$ cat src/rtl/mem_arbiter_pkg.sv
// Shared constants for the memory arbiter: bus widths, requester tags,
// FSM state encoding and requester identity.
package mem_arbiter_pkg;

    localparam int MEM_ADDR_BITS   = 28;
    localparam int MEM_DATA_BITS   = 128;
    localparam int MEM_DATA_CYCLES = 4;
    localparam int MEM_TAG_BITS    = 4;
    localparam int MEM_MASK_BITS   = MEM_DATA_BITS / 8;
    localparam int BEAT_BITS       = $clog2(MEM_DATA_CYCLES);

    localparam logic [MEM_TAG_BITS-1:0] TAG_IC = 4'd0;
    localparam logic [MEM_TAG_BITS-1:0] TAG_DC = 4'd1;

    typedef enum logic [1:0] {
        IDLE  = 2'd0,
        CMD   = 2'd1,
        WDATA = 2'd2,
        RDATA = 2'd3
    } arb_state_e;

    typedef enum logic {
        OWN_IC = 1'b0,
        OWN_DC = 1'b1
    } owner_e;

    function automatic logic [MEM_TAG_BITS-1:0] owner_tag(input owner_e owner);
        return (owner == OWN_DC) ? TAG_DC : TAG_IC;
    endfunction

endpackage

$ cat src/rtl/mem_arbiter_if.sv
// Bundle of the icache, dcache and memory-side buses seen by the arbiter.
// Handshakes: a transfer happens on a rising edge where valid and ready are both 1.
interface mem_arbiter_if;
    import mem_arbiter_pkg::*;

    logic                     ic_req_valid;
    logic                     ic_req_ready;
    logic [MEM_ADDR_BITS-1:0] ic_req_addr;
    logic                     ic_resp_valid;
    logic [MEM_DATA_BITS-1:0] ic_resp_data;

    logic                     dc_req_valid;
    logic                     dc_req_ready;
    logic [MEM_ADDR_BITS-1:0] dc_req_addr;
    logic                     dc_req_rw;
    logic                     dc_req_data_valid;
    logic                     dc_req_data_ready;
    logic [MEM_DATA_BITS-1:0] dc_req_data_bits;
    logic [MEM_MASK_BITS-1:0] dc_req_data_mask;
    logic                     dc_resp_valid;
    logic [MEM_DATA_BITS-1:0] dc_resp_data;

    logic                     mem_req_valid;
    logic                     mem_req_ready;
    logic                     mem_req_rw;
    logic [MEM_ADDR_BITS-1:0] mem_req_addr;
    logic [MEM_TAG_BITS-1:0]  mem_req_tag;
    logic                     mem_req_data_valid;
    logic                     mem_req_data_ready;
    logic [MEM_DATA_BITS-1:0] mem_req_data_bits;
    logic [MEM_MASK_BITS-1:0] mem_req_data_mask;
    logic                     mem_resp_valid;
    logic [MEM_DATA_BITS-1:0] mem_resp_data;
    logic [MEM_TAG_BITS-1:0]  mem_resp_tag;

    modport slave (
        input  ic_req_valid, ic_req_addr,
        output ic_req_ready, ic_resp_valid, ic_resp_data,
        input  dc_req_valid, dc_req_addr, dc_req_rw,
        input  dc_req_data_valid, dc_req_data_bits, dc_req_data_mask,
        output dc_req_ready, dc_req_data_ready, dc_resp_valid, dc_resp_data,
        output mem_req_valid, mem_req_rw, mem_req_addr, mem_req_tag,
        output mem_req_data_valid, mem_req_data_bits, mem_req_data_mask,
        input  mem_req_ready, mem_req_data_ready,
        input  mem_resp_valid, mem_resp_data, mem_resp_tag
    );

    modport master (
        output ic_req_valid, ic_req_addr,
        input  ic_req_ready, ic_resp_valid, ic_resp_data,
        output dc_req_valid, dc_req_addr, dc_req_rw,
        output dc_req_data_valid, dc_req_data_bits, dc_req_data_mask,
        input  dc_req_ready, dc_req_data_ready, dc_resp_valid, dc_resp_data,
        input  mem_req_valid, mem_req_rw, mem_req_addr, mem_req_tag,
        input  mem_req_data_valid, mem_req_data_bits, mem_req_data_mask,
        output mem_req_ready, mem_req_data_ready,
        output mem_resp_valid, mem_resp_data, mem_resp_tag
    );

endinterface

$ cat src/rtl/mem_arbiter_rr_arbiter_2.sv
// Two-way round-robin tie-breaker: a lone request always wins, and on a tie
// the requester that was not granted last wins.
module rr_arbiter_2
    import mem_arbiter_pkg::*;
(
    input  logic       clk,
    input  logic       reset,
    input  logic [1:0] req_i,
    input  logic       en_i,
    output logic [1:0] grant_o
);

    owner_e last_q;

    always_comb begin
        grant_o = req_i;
        if (req_i == 2'b11) begin
            grant_o = (last_q == OWN_DC) ? 2'b01 : 2'b10;
        end
    end

    // Starting from "icache last" makes the dcache win the first tie.
    always_ff @(posedge clk) begin
        if (!reset) begin
            last_q <= OWN_IC;
        end else if (en_i && (|req_i)) begin
            last_q <= grant_o[1] ? OWN_DC : OWN_IC;
        end
    end

endmodule

$ cat src/rtl/mem_arbiter.sv
// Shares one memory port between icache refills and dcache refills/writebacks,
// one transaction outstanding at a time.
module mem_arbiter
    import mem_arbiter_pkg::*;
(
    input  logic          clk,
    input  logic          reset,
    mem_arbiter_if.slave  bus,
    output logic          busy,
    output logic [1:0]    dbg_state_o
);

    localparam logic [BEAT_BITS-1:0] LAST_BEAT = BEAT_BITS'(MEM_DATA_CYCLES - 1);

    arb_state_e               state_q;
    logic [MEM_ADDR_BITS-1:0] addr_q;
    logic                     rw_q;
    owner_e                   owner_q;
    logic [BEAT_BITS-1:0]     beat_q;

    logic [1:0] grant;
    logic       in_idle;
    logic       accept;
    logic       wbeat_done;
    logic       rbeat_match;

    assign in_idle = reset && (state_q == IDLE);
    assign accept  = in_idle && (|({bus.dc_req_valid, bus.ic_req_valid} & grant));

    rr_arbiter_2 u_rr (
        .clk     (clk),
        .reset   (reset),
        .req_i   ({bus.dc_req_valid, bus.ic_req_valid}),
        .en_i    (in_idle),
        .grant_o (grant)
    );

    assign wbeat_done  = (state_q == WDATA) && bus.dc_req_data_valid && bus.mem_req_data_ready;
    assign rbeat_match = (state_q == RDATA) && bus.mem_resp_valid
                         && (bus.mem_resp_tag == owner_tag(owner_q));

    always_ff @(posedge clk) begin
        if (!reset) begin
            state_q <= IDLE;
            addr_q  <= '0;
            rw_q    <= 1'b0;
            owner_q <= OWN_IC;
            beat_q  <= '0;
        end else begin
            case (state_q)
                IDLE: begin
                    if (accept) begin
                        addr_q  <= grant[1] ? bus.dc_req_addr : bus.ic_req_addr;
                        rw_q    <= grant[1] && bus.dc_req_rw;
                        owner_q <= grant[1] ? OWN_DC : OWN_IC;
                        state_q <= CMD;
                    end
                end
                CMD: begin
                    if (bus.mem_req_ready) begin
                        state_q <= rw_q ? WDATA : RDATA;
                    end
                end
                WDATA, RDATA: begin
                    if (wbeat_done || rbeat_match) begin
                        if (beat_q == LAST_BEAT) begin
                            beat_q  <= '0;
                            state_q <= IDLE;
                        end else begin
                            beat_q <= beat_q + BEAT_BITS'(1);
                        end
                    end
                end
                default: state_q <= IDLE;
            endcase
        end
    end

    assign bus.ic_req_ready = in_idle && grant[0];
    assign bus.dc_req_ready = in_idle && grant[1];

    assign bus.mem_req_valid = reset && (state_q == CMD);
    assign bus.mem_req_rw    = rw_q;
    assign bus.mem_req_addr  = addr_q;
    assign bus.mem_req_tag   = owner_tag(owner_q);

    // Write beats flow straight through; only the handshake is gated by state.
    assign bus.mem_req_data_valid = reset && (state_q == WDATA) && bus.dc_req_data_valid;
    assign bus.dc_req_data_ready  = reset && (state_q == WDATA) && bus.mem_req_data_ready;
    assign bus.mem_req_data_bits  = bus.dc_req_data_bits;
    assign bus.mem_req_data_mask  = bus.dc_req_data_mask;

    assign bus.ic_resp_valid = reset && rbeat_match && (owner_q == OWN_IC);
    assign bus.dc_resp_valid = reset && rbeat_match && (owner_q == OWN_DC);
    assign bus.ic_resp_data  = bus.mem_resp_data;
    assign bus.dc_resp_data  = bus.mem_resp_data;

    assign busy        = reset && (state_q != IDLE);
    assign dbg_state_o = state_q;

endmodule

$ cat src/flat_wrapper.sv
// flat-port wrapper written by rule: the top's interface ports become plain ports
module mem_arbiter_flat import mem_arbiter_pkg::*;
  (clk, reset, busy, dbg_state_o, bus_ic_req_valid, bus_ic_req_addr, bus_ic_req_ready, bus_ic_resp_valid, bus_ic_resp_data, bus_dc_req_valid, bus_dc_req_addr, bus_dc_req_rw, bus_dc_req_data_valid, bus_dc_req_data_bits, bus_dc_req_data_mask, bus_dc_req_ready, bus_dc_req_data_ready, bus_dc_resp_valid, bus_dc_resp_data, bus_mem_req_valid, bus_mem_req_rw, bus_mem_req_addr, bus_mem_req_tag, bus_mem_req_data_valid, bus_mem_req_data_bits, bus_mem_req_data_mask, bus_mem_req_ready, bus_mem_req_data_ready, bus_mem_resp_valid, bus_mem_resp_data, bus_mem_resp_tag);
  mem_arbiter_if bus_i ();
  input  logic clk;
  input  logic reset;
  output logic busy;
  output logic [1:0] dbg_state_o;
  input wire logic [$bits(bus_i.ic_req_valid)-1:0] bus_ic_req_valid;
  input wire logic [$bits(bus_i.ic_req_addr)-1:0] bus_ic_req_addr;
  output wire logic [$bits(bus_i.ic_req_ready)-1:0] bus_ic_req_ready;
  output wire logic [$bits(bus_i.ic_resp_valid)-1:0] bus_ic_resp_valid;
  output wire logic [$bits(bus_i.ic_resp_data)-1:0] bus_ic_resp_data;
  input wire logic [$bits(bus_i.dc_req_valid)-1:0] bus_dc_req_valid;
  input wire logic [$bits(bus_i.dc_req_addr)-1:0] bus_dc_req_addr;
  input wire logic [$bits(bus_i.dc_req_rw)-1:0] bus_dc_req_rw;
  input wire logic [$bits(bus_i.dc_req_data_valid)-1:0] bus_dc_req_data_valid;
  input wire logic [$bits(bus_i.dc_req_data_bits)-1:0] bus_dc_req_data_bits;
  input wire logic [$bits(bus_i.dc_req_data_mask)-1:0] bus_dc_req_data_mask;
  output wire logic [$bits(bus_i.dc_req_ready)-1:0] bus_dc_req_ready;
  output wire logic [$bits(bus_i.dc_req_data_ready)-1:0] bus_dc_req_data_ready;
  output wire logic [$bits(bus_i.dc_resp_valid)-1:0] bus_dc_resp_valid;
  output wire logic [$bits(bus_i.dc_resp_data)-1:0] bus_dc_resp_data;
  output wire logic [$bits(bus_i.mem_req_valid)-1:0] bus_mem_req_valid;
  output wire logic [$bits(bus_i.mem_req_rw)-1:0] bus_mem_req_rw;
  output wire logic [$bits(bus_i.mem_req_addr)-1:0] bus_mem_req_addr;
  output wire logic [$bits(bus_i.mem_req_tag)-1:0] bus_mem_req_tag;
  output wire logic [$bits(bus_i.mem_req_data_valid)-1:0] bus_mem_req_data_valid;
  output wire logic [$bits(bus_i.mem_req_data_bits)-1:0] bus_mem_req_data_bits;
  output wire logic [$bits(bus_i.mem_req_data_mask)-1:0] bus_mem_req_data_mask;
  input wire logic [$bits(bus_i.mem_req_ready)-1:0] bus_mem_req_ready;
  input wire logic [$bits(bus_i.mem_req_data_ready)-1:0] bus_mem_req_data_ready;
  input wire logic [$bits(bus_i.mem_resp_valid)-1:0] bus_mem_resp_valid;
  input wire logic [$bits(bus_i.mem_resp_data)-1:0] bus_mem_resp_data;
  input wire logic [$bits(bus_i.mem_resp_tag)-1:0] bus_mem_resp_tag;
  assign bus_i.ic_req_valid = bus_ic_req_valid;
  assign bus_i.ic_req_addr = bus_ic_req_addr;
  assign bus_ic_req_ready = bus_i.ic_req_ready;
  assign bus_ic_resp_valid = bus_i.ic_resp_valid;
  assign bus_ic_resp_data = bus_i.ic_resp_data;
  assign bus_i.dc_req_valid = bus_dc_req_valid;
  assign bus_i.dc_req_addr = bus_dc_req_addr;
  assign bus_i.dc_req_rw = bus_dc_req_rw;
  assign bus_i.dc_req_data_valid = bus_dc_req_data_valid;
  assign bus_i.dc_req_data_bits = bus_dc_req_data_bits;
  assign bus_i.dc_req_data_mask = bus_dc_req_data_mask;
  assign bus_dc_req_ready = bus_i.dc_req_ready;
  assign bus_dc_req_data_ready = bus_i.dc_req_data_ready;
  assign bus_dc_resp_valid = bus_i.dc_resp_valid;
  assign bus_dc_resp_data = bus_i.dc_resp_data;
  assign bus_mem_req_valid = bus_i.mem_req_valid;
  assign bus_mem_req_rw = bus_i.mem_req_rw;
  assign bus_mem_req_addr = bus_i.mem_req_addr;
  assign bus_mem_req_tag = bus_i.mem_req_tag;
  assign bus_mem_req_data_valid = bus_i.mem_req_data_valid;
  assign bus_mem_req_data_bits = bus_i.mem_req_data_bits;
  assign bus_mem_req_data_mask = bus_i.mem_req_data_mask;
  assign bus_i.mem_req_ready = bus_mem_req_ready;
  assign bus_i.mem_req_data_ready = bus_mem_req_data_ready;
  assign bus_i.mem_resp_valid = bus_mem_resp_valid;
  assign bus_i.mem_resp_data = bus_mem_resp_data;
  assign bus_i.mem_resp_tag = bus_mem_resp_tag;
  mem_arbiter u_core (.clk(clk), .reset(reset), .bus(bus_i), .busy(busy), .dbg_state_o(dbg_state_o));
endmodule
$ cat config.mk
export PLATFORM = sky130hd
export DESIGN_NAME = mem_arbiter_flat
export DESIGN_NICKNAME = d
export VERILOG_FILES = /design/src/rtl/mem_arbiter_pkg.sv /design/src/rtl/mem_arbiter_if.sv /design/src/rtl/mem_arbiter_rr_arbiter_2.sv /design/src/rtl/mem_arbiter.sv /design/src/flat_wrapper.sv
export SDC_FILE = /design/constraint.sdc
export NUM_CORES = 1
export LEC_CHECK = 0
export BUFFER_PORTS_ARGS = -buffer_cell sky130_fd_sc_hd__buf_2
export CAP_MARGIN = 15
export CORE_AREA = 10 10 296 298
export CTS_BUF_LIST = sky130_fd_sc_hd__clkbuf_4
export DETAILED_ROUTE_END_ITERATION = 7
export DIE_AREA = 0 0 306 308
export PLACE_DENSITY = 0.3
export RECOVER_POWER = 50
export SETUP_SLACK_MARGIN = 0.2
export SYNTH_ARGS = -nofsm -noshare
export SYNTH_HDL_FRONTEND = slang
export SYNTH_SLANG_ARGS = --single-unit
$ cat constraint.sdc
create_clock -name clk -period 1.25 [get_ports clk]
set_input_delay 0.125 -clock clk [delete_from_list [all_inputs] [get_ports clk]]
set_output_delay 0.125 -clock clk [all_outputs]
set_load 0.03 [all_outputs]
==> impl_metrics.env <==
export IMPL_numCtsBuffers=5
export IMPL_synthArstFlopShare_pct=0
export IMPL_critPathLaunchType="register"
export IMPL_status="finished, violations left"
export IMPL_netlist_area_um2=4980
export IMPL_synth_compound_area_share_pct=11.4
export IMPL_cp_max_fo=4
export IMPL_yosys_warnings=0
export IMPL_cts_root_buffer="clkbuf_4"
export IMPL_syn_avg_cell_area_um2=8.40
export IMPL_place_ws_ps=-108
export IMPL_layout_drive_gt1_share_pct=63.3
export IMPL_rsz0062_at_grt="yes"
export IMPL_holdPathEnd="u_core.bus.mem_req_addr[5]"
export IMPL_grt_pass1_wl_um=26600
export IMPL_rr_worst_depth=7
export IMPL_synthFlopType="dfxtp_1"
export IMPL_p_per_area_nw_per_um2=808
export IMPL_antenna_left=0
export IMPL_arrival_ps=1580
export IMPL_final_common_cell="buf_2"
export IMPL_io_buffers=108
export IMPL_finalHoldViolations=0
export IMPL_period_minus_slack_ps=1700
export IMPL_skew_ps=24.4
export IMPL_drt_iter0_markers=104
export IMPL_reg2reg_setup_slack_ps=-260
export IMPL_synth_simple_area_share_pct=4.70
export IMPL_drc=0
export IMPL_ctsLongestPathBuffers=2
export IMPL_netlist_instances=593
export IMPL_grt_usage_pct=4.12
export IMPL_ys_types=38
export IMPL_r2r_start="u_core.dbg_state_o[0]"
export IMPL_cts_tree="built"
export IMPL_fin_ws_ps=-451
export IMPL_final_area_um2=5260
export IMPL_seq_area_frac_synth_pct=14.1
export IMPL_synth_top_family_by_area="buffers and inverters"
export IMPL_maxCapViolCount=0
export IMPL_hp_class="input pin to register"
export IMPL_dp_hpwl_um=16300
export IMPL_endpoint_kind="output port"
export IMPL_post_route_period_util_pct=136
export IMPL_setup_violations_final=45
export IMPL_via_count=2836
export IMPL_ys_ff_latch=35
export IMPL_nFillCells=9567
export IMPL_synth_adder_area_share_pct=0.251
export IMPL_placed_area_um2=4030
export IMPL_critical_path_class="register to output port"
export IMPL_synth_edff_count=0
export IMPL_final_cell_mix="buf_2 (68), dlygate4sd3_1 (49), buf_6 (48), buf_4 (34), dfxtp_2 (30)"
export IMPL_synth_area_top_cells="buf_4 (62%), dfxtp_1 (14%), a211oi_2 (7.0%)"
export IMPL_yosysTopAreaCellShare_pct=61.8
export IMPL_start_util_pct=6.10
export IMPL_vias_per_cell=1.93
export IMPL_grt_pass1_vias=3229
export IMPL_hold_ws_ps=59.4
export IMPL_min_path_cells=3
export IMPL_synth_xor_area_share_pct=0.176
export IMPL_synth_top_area_cell="buf_4"
export IMPL_cts_max_level=2
export IMPL_worstHoldStart="bus_dc_req_addr[5]"
export IMPL_clock_sinks=35
export IMPL_required_ps=1120
export IMPL_antenna_found_initial=3
export IMPL_totalWireLength_um=20900
export IMPL_die_w_um=306
export IMPL_clock_latency_ps=460
export IMPL_violations="setup timing"
export IMPL_maxSlewViolCount=0
export IMPL_grt_start_max_net_pins=24
export IMPL_fp_coreArea_um2=81600
export IMPL_muxShareOfSynthArea_pct=5.63
export IMPL_nets=731
export IMPL_place_gp_congestion=0.670
export IMPL_tns_ps=-10550
export IMPL_wl_per_cell_um=14.2
export IMPL_dieArea_um2=94200
export IMPL_peakVddDrop_uv=347
export IMPL_fmax_mhz=588
export IMPL_globalRoute_totalOverflow=0
export IMPL_p_leak_uw=0.00182
export IMPL_io_pins=784
export IMPL_clk_pin_slew_ps=150
export IMPL_rows=105
export IMPL_power_uw=4250
export IMPL_die_h_um=308
export IMPL_first_pass_iters=4
export IMPL_area_delta_synth_final_pct=5.58
export IMPL_timing_rr_end="u_core.bus.mem_req_addr[4]"
-- worst max path at each step --
stage                                  end                   from  slack [ps]
5_1_grt                  bus_ic_resp_valid  u_core.dbg_state_o[1]        -590
4_1_cts                  bus_ic_resp_valid  u_core.dbg_state_o[1]        -530
3_3_place_gp   u_core.bus.mem_req_addr[14]  u_core.dbg_state_o[0]         -80
2_1_floorplan            bus_ic_resp_valid  u_core.dbg_state_o[1]        -130
6_report                 bus_ic_resp_valid  u_core.dbg_state_o[1]        -450
3_5_place_dp    u_core.bus.mem_req_addr[7]  u_core.dbg_state_o[0]        -110
-- logic make-up (layout without fill, tap and decap cells) --
| family | count (synthesis) | in the layout |
|---|---|---|
| other cells | 1 | 9 |
| xor+xnor | 1 | 1 |
| simple gates | 36 | 36 |
| compound gates | 66 | 66 |
| buf+inv | 425 | 220 |
| mux | 28 | 28 |
| flops | 35 | 35 |
| fa+ha+maj | 1 | 1 |
-- Yosys cell counts (3+ instances only) --
master	number
nand2_1	8
dfxtp_1	35
buf_4	410
mux2i_1	28
a211oi_2	28
nor2_1	3
nand4_1	3
inv_1	3
and3_1	5
buf_6	4
buf_2	4
clkbuf_1	3
a21oi_1	29
-- stage by stage --
stage,std cells,utilization (%)
5_1_grt,1465,6.44
3_3_place_gp,1380,4.94
3_5_place_dp,1380,4.94
4_1_cts,1446,6.22
6_report,1466,6.44
2_1_floorplan,595,-
-- flip-flops by register name (all words and copies together), names as in the netlist --
signal / flops
u_core.owner_q: 1
u_core.u_rr.last_q: 1
u_core.dbg_state_o: 2
u_core.bus.mem_req_rw: 1
u_core.beat_q: 2
u_core.bus.mem_req_addr: 28
-- critical path, cell delays in order (launching register included) --
cell	delay, ps
dfxtp_4	400
and4b_2	260
nand2_4	70
nor4_4	220
buf_6	170
-- cell type report --
| cell class | count | area, µm² | share of cell area, % |
|---|---|---|---|
| Timing Repair Buffer | 209 | 1850 | 35.1 |
| Tap cell | 1070 | 1340 | 25.5 |
| Multi-Input combinational cell | 135 | 1190 | 22.7 |
| Sequential cell | 35 | 749 | 14.3 |
| Clock inverter | 3 | 67.6 | 1.29 |
| Clock buffer | 5 | 37.5 | 0.714 |
| Antenna cell | 6 | 15.0 | 0.286 |
| Inverter | 3 | 11.3 | 0.214 |
-- layer usage --
metal  vias up  track usage (%)  part of all wire, %
met4         2             3.11                  7.5
met3       128             4.30                   21
met5         -            0.580                 0.26
met2       418             5.37                   39
met1      1169             3.66                   32
li1       1119                -                    -
-- repair_timing --
action | CTS | global route
cloned | 2 | 1
hold buffers | 49 | 0
hold endpoints to repair | 28 | 0
buffers inserted | 7 | 13
endpoints found under the setup margin | 75 | 75
gates resized for setup | 128 | 8
pin swaps | 3 | 2
-- report_power, final --
| group | total [µW] | switching, µW | leakage [µW] | internal [µW] |
|---|---|---|---|---|
| logic | 1700 | 830 | 0.00147 | 868 |
| clock network | 1220 | 598 | 0.0000515 | 620 |
| registers | 1330 | 87.2 | 0.000301 | 1240 |
| total | 4250 | 1520 | 0.00182 | 2730 |
No activity file was read; power rests on OpenSTA's default activity.
